## src/rtl/link_pkg.sv

```systemverilog
// link_pkg: shared link protocol constants, FSM encoding and byte helper
package link_pkg;
  typedef logic [1:0] state_t;
  localparam int NUM_BYTES = 4;
  localparam logic [3:0] WDOG_LIMIT = 4'd15;
  localparam logic [1:0] LAST_IDX = 2'(NUM_BYTES - 1);
  localparam state_t S_IDLE = 2'd0;
  localparam state_t S_ASSERT_REQ = 2'd1;
  localparam state_t S_WAIT_ACK_LOW = 2'd2;
  localparam state_t S_DONE = 2'd3;
  function automatic logic [7:0] byte_sel(input logic [31:0] w, input logic [1:0] i);
    return w[8*i +: 8];
  endfunction
endpackage

```

## src/rtl/link_master.sv

```systemverilog
// link_master: 4-phase handshake master sending one 4-byte burst per start, with watchdog
module link_master
  import link_pkg::*;
(
  input  logic        clk,
  input  logic        rst,
  input  logic        start,
  input  logic [31:0] tx_data,
  input  logic        ack,
  output logic        req,
  output logic [7:0]  data_out,
  output logic        busy,
  output logic        done,
  output logic        timeout_err
);
  state_t      r_state;
  logic [1:0]  r_idx;
  logic [31:0] r_buf;
  logic [3:0]  r_wdog;
  logic        r_req;
  logic [7:0]  r_data;
  logic        r_to;
  logic        w_wdog_exp;
  logic [1:0]  w_next_idx;
  assign w_wdog_exp = r_wdog == WDOG_LIMIT - 4'd1;
  assign w_next_idx = r_idx + 2'd1;
  assign req = r_req;
  assign data_out = r_data;
  assign timeout_err = r_to;
  assign busy = r_state != S_IDLE;
  assign done = r_state == S_DONE;
  // handshake sequencing; watchdog clears on every state entry, the last count before 15 aborts
  always_ff @(posedge clk or posedge rst)
    if (rst) begin
      r_state <= S_IDLE;
      r_idx <= 2'd0;
      r_buf <= 32'd0;
      r_wdog <= 4'd0;
      r_req <= 1'b0;
      r_data <= 8'd0;
      r_to <= 1'b0;
    end else case (r_state)
      S_IDLE: if (start) begin
        r_buf <= tx_data;
        r_idx <= 2'd0;
        r_to <= 1'b0;
        r_req <= 1'b1;
        r_data <= tx_data[7:0];
        r_wdog <= 4'd0;
        r_state <= S_ASSERT_REQ;
      end
      S_ASSERT_REQ: if (ack) begin
        r_req <= 1'b0;
        r_wdog <= 4'd0;
        r_state <= S_WAIT_ACK_LOW;
      end else if (w_wdog_exp) begin
        r_to <= 1'b1;
        r_req <= 1'b0;
        r_wdog <= 4'd0;
        r_state <= S_IDLE;
      end else r_wdog <= r_wdog + 4'd1;
      S_WAIT_ACK_LOW: if (!ack) begin
        r_wdog <= 4'd0;
        if (r_idx == LAST_IDX) r_state <= S_DONE;
        else begin
          r_idx <= w_next_idx;
          r_req <= 1'b1;
          r_data <= byte_sel(r_buf, w_next_idx);
          r_state <= S_ASSERT_REQ;
        end
      end else if (w_wdog_exp) begin
        r_to <= 1'b1;
        r_wdog <= 4'd0;
        r_state <= S_IDLE;
      end else r_wdog <= r_wdog + 4'd1;
      default: begin
        r_wdog <= 4'd0;
        r_state <= S_IDLE;
      end
    endcase
endmodule

```

## config.mk

```make
export PLATFORM = sky130hd
export DESIGN_NAME = link_master
export DESIGN_NICKNAME = d
export VERILOG_FILES = /design/src/rtl/link_pkg.sv /design/src/rtl/link_master.sv
export SDC_FILE = /design/constraint.sdc
export NUM_CORES = 1
export LEC_CHECK = 0
export CAP_MARGIN = 30
export CELL_PAD_IN_SITES_DETAIL_PLACEMENT = 0
export CELL_PAD_IN_SITES_GLOBAL_PLACEMENT = 2
export CORE_MARGIN = 3
export CORE_UTILIZATION = 44
export CTS_BUF_LIST = sky130_fd_sc_hd__clkbuf_4 sky130_fd_sc_hd__clkbuf_8
export DETAILED_ROUTE_END_ITERATION = 6
export DONT_BUFFER_PORTS = 1
export PLACE_DENSITY_LB_ADDON = 0.1
export SLEW_MARGIN = 25
export SYNTH_ARGS = -nofsm -noshare
export SYNTH_HDL_FRONTEND = slang
export SYNTH_SLANG_ARGS = --single-unit
```

## constraint.sdc

```tcl
create_clock -name clk -period 2.25 [get_ports clk]
set_clock_uncertainty 0.2 [all_clocks]
set_input_delay 0.225 -clock clk [delete_from_list [all_inputs] [get_ports clk]]
set_output_delay 0.225 -clock clk [all_outputs]
set_load 0.01 [all_outputs]
```

# Word-level counts from Yosys, hierarchy flattened
# Index checks and enable logic that the tools add are counted.
[totals]
output_inout_bits = 12
wordCells = 59
regBits = 50
input_bits = 36
[classes]
shifts = 1
n_mux = 30
reduce_logical = 8
eq_ne = 11
n_addsub = 2
[op_table]
columns = ["cell", "count"]
rows = [
  ["32-bit by 6-bit variable part select with 8-bit output", 1],
  ["8-bit 2-to-1 mux", 3],
  ["2-bit 2-to-1 mux", 8],
  ["4-bit 2-to-1 mux", 4],
  ["8-bit case mux with 2 select lines", 1],
  ["4-bit case mux with 3 select lines", 1],
  ["2-bit inequality test (second input constant)", 5],
  ["1-bit 2-to-1 mux", 9],
  ["4-bit AND reduction", 2],
  ["2-bit == test (second input constant)", 3],
  ["1-bit case mux with 3 select lines", 2],
  ["2-bit case mux with 3 select lines", 1],
  ["5-bit AND reduction", 1],
  ["4-bit by 1-bit adder with 4-bit output (second input constant)", 1],
  ["4-bit == test (second input constant)", 1],
  ["2-bit case mux with 2 select lines", 1],
  ["2-bit nonzero test", 2],
  ["3-bit inequality test (second input constant)", 1],
  ["3-bit nonzero test", 1],
  ["2-bit by 1-bit adder with 2-bit output (second input constant)", 1],
  ["2-bit by 1-bit == test with 1-bit output (second input constant)", 1],
  ["2-bit logical NOT", 1],
  ["2-bit AND reduction", 1],
]

# Logic depth before layout (Yosys ltp)
# Gate-level depths: netlist of run 1.
[logic_depth]
ltp_word = 5
mapped_depth = 8
depth_no_buf = 6

# Least setup slack after synthesis of run 1
# Ideal clock, no wire load.
[synth_path]
kind = "register to register"
startpoint = "reg r_state[0]"
endpoint = "reg r_to, in the netlist timeout_err"
t_arrival_ps = 1536
required_ps = 1929
setup_ps = 121
path_buffers = 1
path_stages_with_launch = 7
path_slack_ps = 393
synth_period_minus_slack_ps = 1857
path_cell_list = "dfrtp_1 -> inv_1 -> ha_1 -> nor2b_1 -> buf_2 -> a2111o_1 -> o22a_1"
[synth_between]
elab_chain_cells = 3
elab_cells_between_ends = 9
classes_between = "eq/ne (5); mux (1); reduce/logical (3)"
[synth_lines]
columns = ["element", "line_no", "source"]
rows = [
  ["start, declared", "link_master.sv:16", "state_t r_state;"],
  ["start signal, assigned", "link_master.sv:35", "r_state <= S_IDLE;"],
  ["start signal, assigned", "link_master.sv:50", "r_state <= S_ASSERT_REQ;"],
  ["start signal, assigned", "link_master.sv:55", "r_state <= S_WAIT_ACK_LOW;"],
  ["2-bit by 1-bit == test with 1-bit output (tied with other cells)", "link_master.sv:42", "end else case (r_state)"],
  ["2-bit inequality test (no source line) or 3-bit nonzero test (tied branches)", "--", ""],
  ["4-bit AND reduction (no source line)", "--", ""],
  ["end signal, assigned", "link_master.sv:41", "r_to <= 1'b0;"],
  ["end signal, assigned", "link_master.sv:46", "r_to <= 1'b0;"],
  ["end signal, assigned", "link_master.sv:57", "r_to <= 1'b1;"],
  ["end, declared", "link_master.sv:22", "logic r_to;"],
]
# Several ways; a longest one is shown, not always the timed one.
# A chain may end at the register's enable or synchronous reset.

# Worst setup path after layout of run 1
[layout_path]
startpoint = "reg r_state[0]"
endpoint = "reg r_idx[1]"
[layout_between]
elab_chain_cells = 3
elab_cells_between_ends = 8
classes_between = "eq/ne (4); mux (1); reduce/logical (3)"
[layout_lines]
columns = ["element", "line_no", "source"]
rows = [
  ["2-bit == test or 2-bit logical NOT (tied branches)", "link_master.sv:42", ""],
  ["2-bit inequality test (no source line) or 2-bit nonzero test (tied branches)", "--", ""],
  ["4-bit AND reduction (no source line)", "--", ""],
  ["end signal, assigned", "link_master.sv:66", "r_idx <= w_next_idx;"],
  ["end, declared", "link_master.sv:17", "logic [1:0] r_idx;"],
]
# Several ways; a longest one is shown, not always the timed one.

==> results of run 1 <==
==> kinds of logic after synthesis <==
logic type / share of synthesized area
DFF: 0.520
muxes: 0.267
adders and majority gates: 0.0364
buffers and inverters: 0.0327
and+or+nand+nor: 0.0717
AOI/OAI and AO/OA: 0.0728
==> power by group <==
part | switching, mW | total, mW | internal [mW]
logic | 0.744 | 1.64 | 0.894
clock network | 0.291 | 0.635 | 0.344
registers | 0.285 | 1.60 | 1.32
==> worst max-delay path by stage <==
stage	from	endpoint	slack, ps	depth (start not counted)
after detailed placement	r_state[0]	r_idx[1]	230	6
after CTS	r_state[0]	r_idx[1]	210	6
after floorplan	r_state[0]	timeout_err	390	6
final	r_state[0]	r_idx[1]	240	6
after global routing	r_state[0]	r_idx[1]	100	6
after global placement	r_state[0]	r_idx[1]	310	6
==> per-stage QoR <==
stage	util	setup WS (ps)	area, µm²	hold WS [ps]
final	0.572	236	2980	7.43
after global placement	0.483	305	2510	-114
after detailed placement	0.483	226	2510	-110
after global routing	0.572	99.4	2980	29.6
after floorplan	-	393	2410	157
after CTS	0.572	208	2980	3.27
==> what timing repair did <==
item,4_1_cts,5_1_grt
endpoints found under the hold margin,92,0
hold buffers,35,0
setup buffers,0,0
==> sequential cells by signal, indices dropped and copies added, names as in the netlist <==
name and count:
req 1, data_out 8, r_state 2, r_wdog 4, timeout_err 1, r_buf 32
r_idx 2
==> worst max-delay path, stage by stage, from the launching register on <==
cell     delay, ps
dfrtp_1        420
inv_1          130
ha_1           290
nor2b_1        370
nor3_4          90
buf_4          190
a31o_1         220
==> routing by layer <==
metal	GRT usage	vias to the layer above	part of all wire
li1	-	745	-
met1	0.208	776	0.42
met2	0.295	31	0.52
met3	0.0451	6	0.044
met4	0.0456	0	0.011
met5	0	-	0
==> synthesized netlist by cell type, types with 3 or more instances <==
cell type	number
o21ai_1	4
mux2i_1	9
ha_1	7
a21oi_1	9
mux2_1	7
mux2_2	26
nor2b_1	3
nor2_1	13
inv_1	5
buf_2	6
nand2_1	7
nand3_1	4
dfrtp_1	50
mux4_2	8
==> area by class of cell <==
cell class                      instances  area, µm²  share of cell area
Clock inverter                          2       37.5              0.0126
Inverter                                5       18.8             0.00630
Sequential cell                        50       1250               0.420
Clock buffer                            6       76.3              0.0256
Timing Repair Buffer                   44        430               0.144
Tap cell                               70       87.6              0.0294
Multi-Input combinational cell        118       1080               0.362
==> flow_summary.json, run 1 <==
{
  "r2r_start": "r_state[0]",
  "dieArea_um2": 6390,
  "grt_max_degree": 33,
  "yosysTopAreaCellShare": 0.520,
  "final_common_cell": "dfrtp_1",
  "core_um2": 5200,
  "h-tree-depth": 2,
  "power.total_mw": 3.88,
  "die_y_um": 80.0,
  "track_usage": 0.170,
  "n_fill_cell": 437,
  "wl_per_cell_um": 16.3,
  "placementRows": 26,
  "hold_violations": 0,
  "synth_area_per_cell_um2": 13.2,
  "grt_pass1_wl_mm": 8.27,
  "power.density_nw_per_um2": 1300,
  "ys_types": 36,
  "outcome": "finished, final reports clean",
  "crit_arrival_ps": 2010,
  "postRouteWirelength_mm": 4.82,
  "route.vias.total": 1558,
  "yosys-top-cells-area": "dfrtp_1 (52%), mux2_2 (12%), mux4_2 (7.5%)",
  "dr.pass1.iters": 4,
  "fin_nets": 267,
  "rr_worst_depth": 6,
  "synthesis.area_um2": 2410,
  "slew_headroom": 0.710,
  "async_flop_share": 1.00,
  "ant_nets": 0,
  "layout_common_cells": "dfrtp_1 (50), dlygate4sd3_1 (35), mux2_2 (26)",
  "setup-violations-final": 0,
  "syn_to_final_growth_pct": 23.8,
  "ir_worst_vdd_mv": 0.576,
  "critical_path_class": "reg2reg",
  "crit_required_ps": 2240,
  "drive_above_1_share": 0.240,
  "final_cells": 295,
  "yosysSeqAreaShare": 0.520,
  "place.gp.congestion": 0.815,
  "p_leak_nw": 1.24,
  "min_from": "start",
  "yosysWarningCount": 0,
  "min_path_cells": 2,
  "worst-path-max-fanout": 15,
  "min_period_ps": 2010,
  "synth_ff_type": "dfrtp_1",
  "hp-class": "in2reg",
  "dp_cells": 252,
  "setup-tns-final_ps": 0,
  "tightestPinTransition_ps": 434,
  "synth_edf_count": 0,
  "cp-start-kind": "register",
  "cts.sinks": 50,
  "drv_cap": 0,
  "rr_endpoint": "r_idx[1]",
  "finalCritPeriodShare": 0.895,
  "rsz0062_at_grt": "false",
  "viasPerCell": 5.28,
  "cts_tree": "done",
  "clock_latency_ps": 300,
  "start_util": 0.463,
  "antenna_found_initial": 0,
  "slew_violations": 0,
  "min_to": "r_wdog[0]",
  "antennaDiodeCount": 0,
  "cts-root-buf": "clkbuf_8",
  "cts.reportedPaths.clkPinSlew_ps": 90,
  "post_cts_resized": 0,
  "synth_nets": 226,
  "critPathCaptureType": "register",
  "synth_largest_area_cell": "dfrtp_1",
  "gr-total-overflow": 0,
  "io_pins": 48,
  "netlist_instances": 183,
  "ys_seq_elements": 50,
  "ff2ff_setup_slack_ps": 240,
  "max_freq_mhz": 496,
  "drc": 0,
  "cts_buffer_depth": 2,
  "numPortBuffers": 0,
  "drt_iter0_markers": 99,
  "cts_made_buffers": 5,
  "dp_hpwl_mm": 3.56,
  "dieWidth_um": 80.0,
  "grt_pass1_vias": 1685
}
Power figures use the tool's default switching activity.
==> inputs of run 2 (changes only) <==
Settings changed: BUFFER_PORTS_ARGS set to -buffer_cell sky130_fd_sc_hd__clkbuf_2, CORE_UTILIZATION 44 to 38, DONT_BUFFER_PORTS 1 to not set.
==> flow_summary.json, run 2 (synthesized netlist as in run 1, its figures left out) <==
{
  "outcome": "finished, final reports clean",
  "gr-total-overflow": 0,
  "fin_nets": 311,
  "min_period_ps": 2080,
  "critPathCaptureType": "register",
  "post_cts_buffers": 0,
  "io_pins": 48,
  "drt_iter0_markers": 66,
  "antennaDiodeCount": 0,
  "use_met2": 0.247,
  "cts-root-buf": "clkbuf_8",
  "drive_above_1_share": 0.372,
  "drc": 0,
  "syn_to_final_growth_pct": 32.5,
  "slew_violations": 0,
  "start_util": 0.400,
  "grt_max_degree": 51,
  "crit_arrival_ps": 2060,
  "core_um2": 6030,
  "cts.reportedPaths.clkPinSlew_ps": 90,
  "dp_hpwl_mm": 3.52,
  "tightestPinTransition_ps": 619,
  "whs_ps": 65.4,
  "worst-path-max-fanout": 5,
  "final_common_cell": "dfrtp_1",
  "cts_buffer_depth": 2,
  "dieWidth_um": 85.6,
  "hp-class": "in2reg",
  "grt_pass1_wl_mm": 8.26,
  "ir_worst_vdd_mv": 0.694,
  "antenna_found_initial": 0,
  "top_register": "r_buf",
  "viasPerCell": 5.04,
  "dr.pass1.iters": 4,
  "track_usage": 0.144,
  "slew_headroom": 0.585,
  "cts_made_buffers": 5,
  "route.vias.total": 1734,
  "setup-tns-final_ps": 0,
  "critical_path_class": "reg2reg",
  "placementRows": 28,
  "layout_common_cells": "dfrtp_1 (50), clkbuf_2 (47), dlygate4sd3_1 (33)",
  "drv_cap": 0,
  "cts_tree": "done",
  "wl_per_cell_um": 14.9,
  "cts.sinks": 50,
  "place.gp.congestion": 0.826,
  "clock_latency_ps": 290,
  "setup-violations-final": 0,
  "max_freq_mhz": 481,
  "finalCritPeriodShare": 0.923,
  "crit_required_ps": 2230,
  "min_from": "start",
  "top_usage_layer": "met2",
  "ant_nets": 0,
  "h-tree-depth": 2,
  "use_met3": 0.0394,
  "rsz0062_at_grt": "false",
  "power.density_nw_per_um2": 1220,
  "postRouteWirelength_mm": 5.13,
  "dieArea_um2": 7330,
  "r2r_start": "r_state[0]",
  "p_leak_nw": 1.42,
  "numPortBuffers": 47,
  "cp-startpoint": "r_state[0]",
  "hold_violations": 0,
  "die_y_um": 85.6,
  "grt_pass1_vias": 1752,
  "cp-start-kind": "register",
  "largest_reg_flops": 32,
  "use_met1": 0.181
}
## run 2: final cells by class
class / count / area [µm²]
Clock buffer: 7 / 90.1
Clock inverter: 1 / 5.00
Fill cell: 531 / 2840
Inverter: 5 / 18.8
Multi-Input combinational cell: 119 / 1090
Sequential cell: 50 / 1250
Tap cell: 75 / 93.8
Timing Repair Buffer: 87 / 643
## run 2: power breakdown
part           internal (mW)  switching [mW]  total, mW
clock                  0.261           0.279      0.539
sequential              1.32           0.224       1.54
combinational          0.959           0.851       1.81
total                   2.54            1.35       3.89
## run 2: worst max-delay path: stages, from the launching register on
cell and delay [ps]:
dfrtp_1 420, inv_1 130, ha_1 210, nor2b_1 440, buf_4 230, a2111o_1 120, nor2_1 40, o22a_1 170
## run 2: final timing paths
kind                                to  slack [ps]  depth (start not counted)
min                         r_state[0]          70                          3
max                        timeout_err         170                          7
min in group asynchronous    r_wdog[0]         300                          4
min reg2reg                  r_buf[25]         290                          1
max in group asynchronous     r_buf[3]        1330                          4
max reg2reg                timeout_err         170                          7
## run 2: what timing repair did
item	4_1_cts	5_1_grt
endpoints found under the setup margin	0	8
hold buffers	33	0
endpoints found under the hold margin	82	0
resized for setup	0	0
## run 2: routing by layer
layer,wire length (µm),share of wire
met5,0,0
met4,21,0.0041
met3,233,0.045
met2,2610,0.51
met1,2270,0.44
## run 2: stage by stage
step | total power, mW | setup slack (ps) | area (µm²) | utilization | std cells
after global placement | 3.24 | 180 | 2750 | 0.457 | 302
after global routing | 4.22 | 26.3 | 3190 | 0.529 | 344
after detailed placement | 3.33 | 118 | 2750 | 0.457 | 302
final | 3.89 | 173 | 3190 | 0.529 | 344
after CTS | 3.92 | 105 | 3180 | 0.528 | 343
after floorplan | 2.85 | 393 | 2410 | - | 183
==> inputs of run 3 (changes only) <==
Settings changed: BUFFER_PORTS_ARGS -buffer_cell sky130_fd_sc_hd__clkbuf_2 to not set, CORE_ASPECT_RATIO set to 2, CORE_UTILIZATION 38 to 44, DONT_BUFFER_PORTS set to 1, SKIP_LAST_GASP set to 1.
==> flow_summary.json, run 3 (synthesized netlist as in run 1, its figures left out) <==
{
  "antenna_found_initial": 0,
  "final_common_cell": "dfrtp_1",
  "top_register": "r_buf",
  "worst-path-max-fanout": 9,
  "clock_latency_ps": 300,
  "max_freq_mhz": 496,
  "placementRows": 37,
  "slew_headroom": 0.638,
  "layout_common_cells": "dfrtp_1 (50), dlygate4sd3_1 (35), mux2_2 (26)",
  "worst_slack_ps": 233,
  "wl_per_cell_um": 17.4,
  "outcome": "finished, final reports clean",
  "gr-total-overflow": 0,
  "track_usage": 0.168,
  "cts_buffer_depth": 2,
  "grt_max_degree": 33,
  "rsz0062_at_grt": "false",
  "syn_to_final_growth_pct": 23.3,
  "rr_worst_depth": 6,
  "dr.pass1.iters": 4,
  "h-tree-depth": 2,
  "setup-violations-final": 0,
  "hold_buffers": 35,
  "cts.sinks": 50,
  "min_period_ps": 2020,
  "drv_cap": 0,
  "cp-start-kind": "register",
  "power.density_nw_per_um2": 1300,
  "crit_arrival_ps": 2010,
  "hp-class": "in2reg",
  "pwr-share-comb": 0.436,
  "postRouteWirelength_mm": 4.93,
  "ant_nets": 0,
  "die_y_um": 111,
  "ir_worst_vdd_mv": 0.820,
  "hold_violations": 0,
  "cts-root-buf": "clkbuf_8",
  "core_um2": 5230,
  "cts_tree": "done",
  "finalCritPeriodShare": 0.896,
  "place.gp.congestion": 0.801,
  "post-place-ws_ps": 254,
  "grt_pass1_wl_mm": 8.42,
  "post_cts_resized": 0,
  "cts_made_buffers": 5,
  "post_cts_buffers": 0,
  "p_sw_mw": 1.33,
  "cts.reportedPaths.clkPinSlew_ps": 90,
  "crit_required_ps": 2250,
  "p_clk_frac": 0.150,
  "dieWidth_um": 58.3,
  "grt_pass1_vias": 1816,
  "antennaDiodeCount": 0,
  "p_leak_nw": 1.25,
  "p_int_mw": 2.52,
  "swShare": 0.346,
  "numPortBuffers": 0,
  "critical_path_class": "reg2reg",
  "tightestPinTransition_ps": 543,
  "critPathCaptureType": "register",
  "io_pins": 48,
  "dieArea_um2": 6450,
  "viasPerCell": 5.61,
  "drt_iter0_markers": 55,
  "setup-tns-final_ps": 0,
  "seqPwrFrac": 0.414,
  "min_path_cells": 2,
  "drive_above_1_share": 0.240,
  "route.vias.total": 1589,
  "largest_reg_flops": 32,
  "slew_violations": 0,
  "fin_nets": 267,
  "start_util": 0.460,
  "drc": 0,
  "dp_hpwl_mm": 3.57
}
-- run 3: changes by cell type in the layout (fill, tap and decap cells not counted), sizes merged --
cell / before / now
clkbuf: 54 / 7
dlygate4sd3: 33 / 35
nor3: 2 / 1
buf: 7 / 9
-- run 3: final cells by class --
type	count	area, µm²
Sequential cell	50	1250
Tap cell	58	72.6
Inverter	5	18.8
Timing Repair Buffer	44	443
Clock buffer	7	96.3
Fill cell	456	2260
Clock inverter	1	8.76
Multi-Input combinational cell	118	1080
-- run 3: per-layer routing --
metal,vias to the layer above,GRT usage,wire length [µm]
met5,-,0,0
met3,7,0.0374,234
met4,0,0.0542,91
met2,40,0.296,2810
met1,796,0.195,1790
li1,746,-,-
-- run 3: critical path, cell delays in order, from the launching register on --
cell	delay, ps
dfrtp_1	430
inv_1	130
ha_1	290
nor2b_1	380
nor3_4	100
buf_4	180
a31o_1	210
-- run 3: metrics by stage --
| step | hold WS [ps] | total power, mW | area, µm² | utilization | std cells |
|---|---|---|---|---|---|
| 2_1_floorplan | 157 | 2.85 | 2410 | - | 183 |
| 3_3_place_gp | -26.6 | 3.19 | 2510 | 0.480 | 240 |
| 4_1_cts | 28.1 | 3.91 | 2970 | 0.567 | 283 |
| 5_1_grt | 26.5 | 4.15 | 2970 | 0.567 | 283 |
| 3_5_place_dp | -7.94 | 3.26 | 2510 | 0.480 | 240 |
| 6_report | 34.1 | 3.85 | 2970 | 0.567 | 283 |
-- run 3: power by group through the flow --
stage / Combinational (mW) / Sequential [mW] / Clock (mW)
2_1_floorplan: 1.32 / 1.52 / 0
3_3_place_gp: 1.61 / 1.58 / 0
3_5_place_dp: 1.65 / 1.62 / 0
4_1_cts: 1.70 / 1.60 / 0.605
5_1_grt: 1.86 / 1.65 / 0.636
6_report: 1.68 / 1.59 / 0.577
-- run 3: worst paths after layout --
check                           startpoint  slack [ps]           to
worst max-delay path            r_state[0]         230     r_idx[1]
worst min-delay path                 start          30    r_wdog[0]
worst max register to register  r_state[0]         230     r_idx[1]
worst min register to register   r_buf[28]         300    r_buf[28]
max in group asynchronous              rst        1080  data_out[7]
min in group asynchronous              rst         230    r_buf[28]
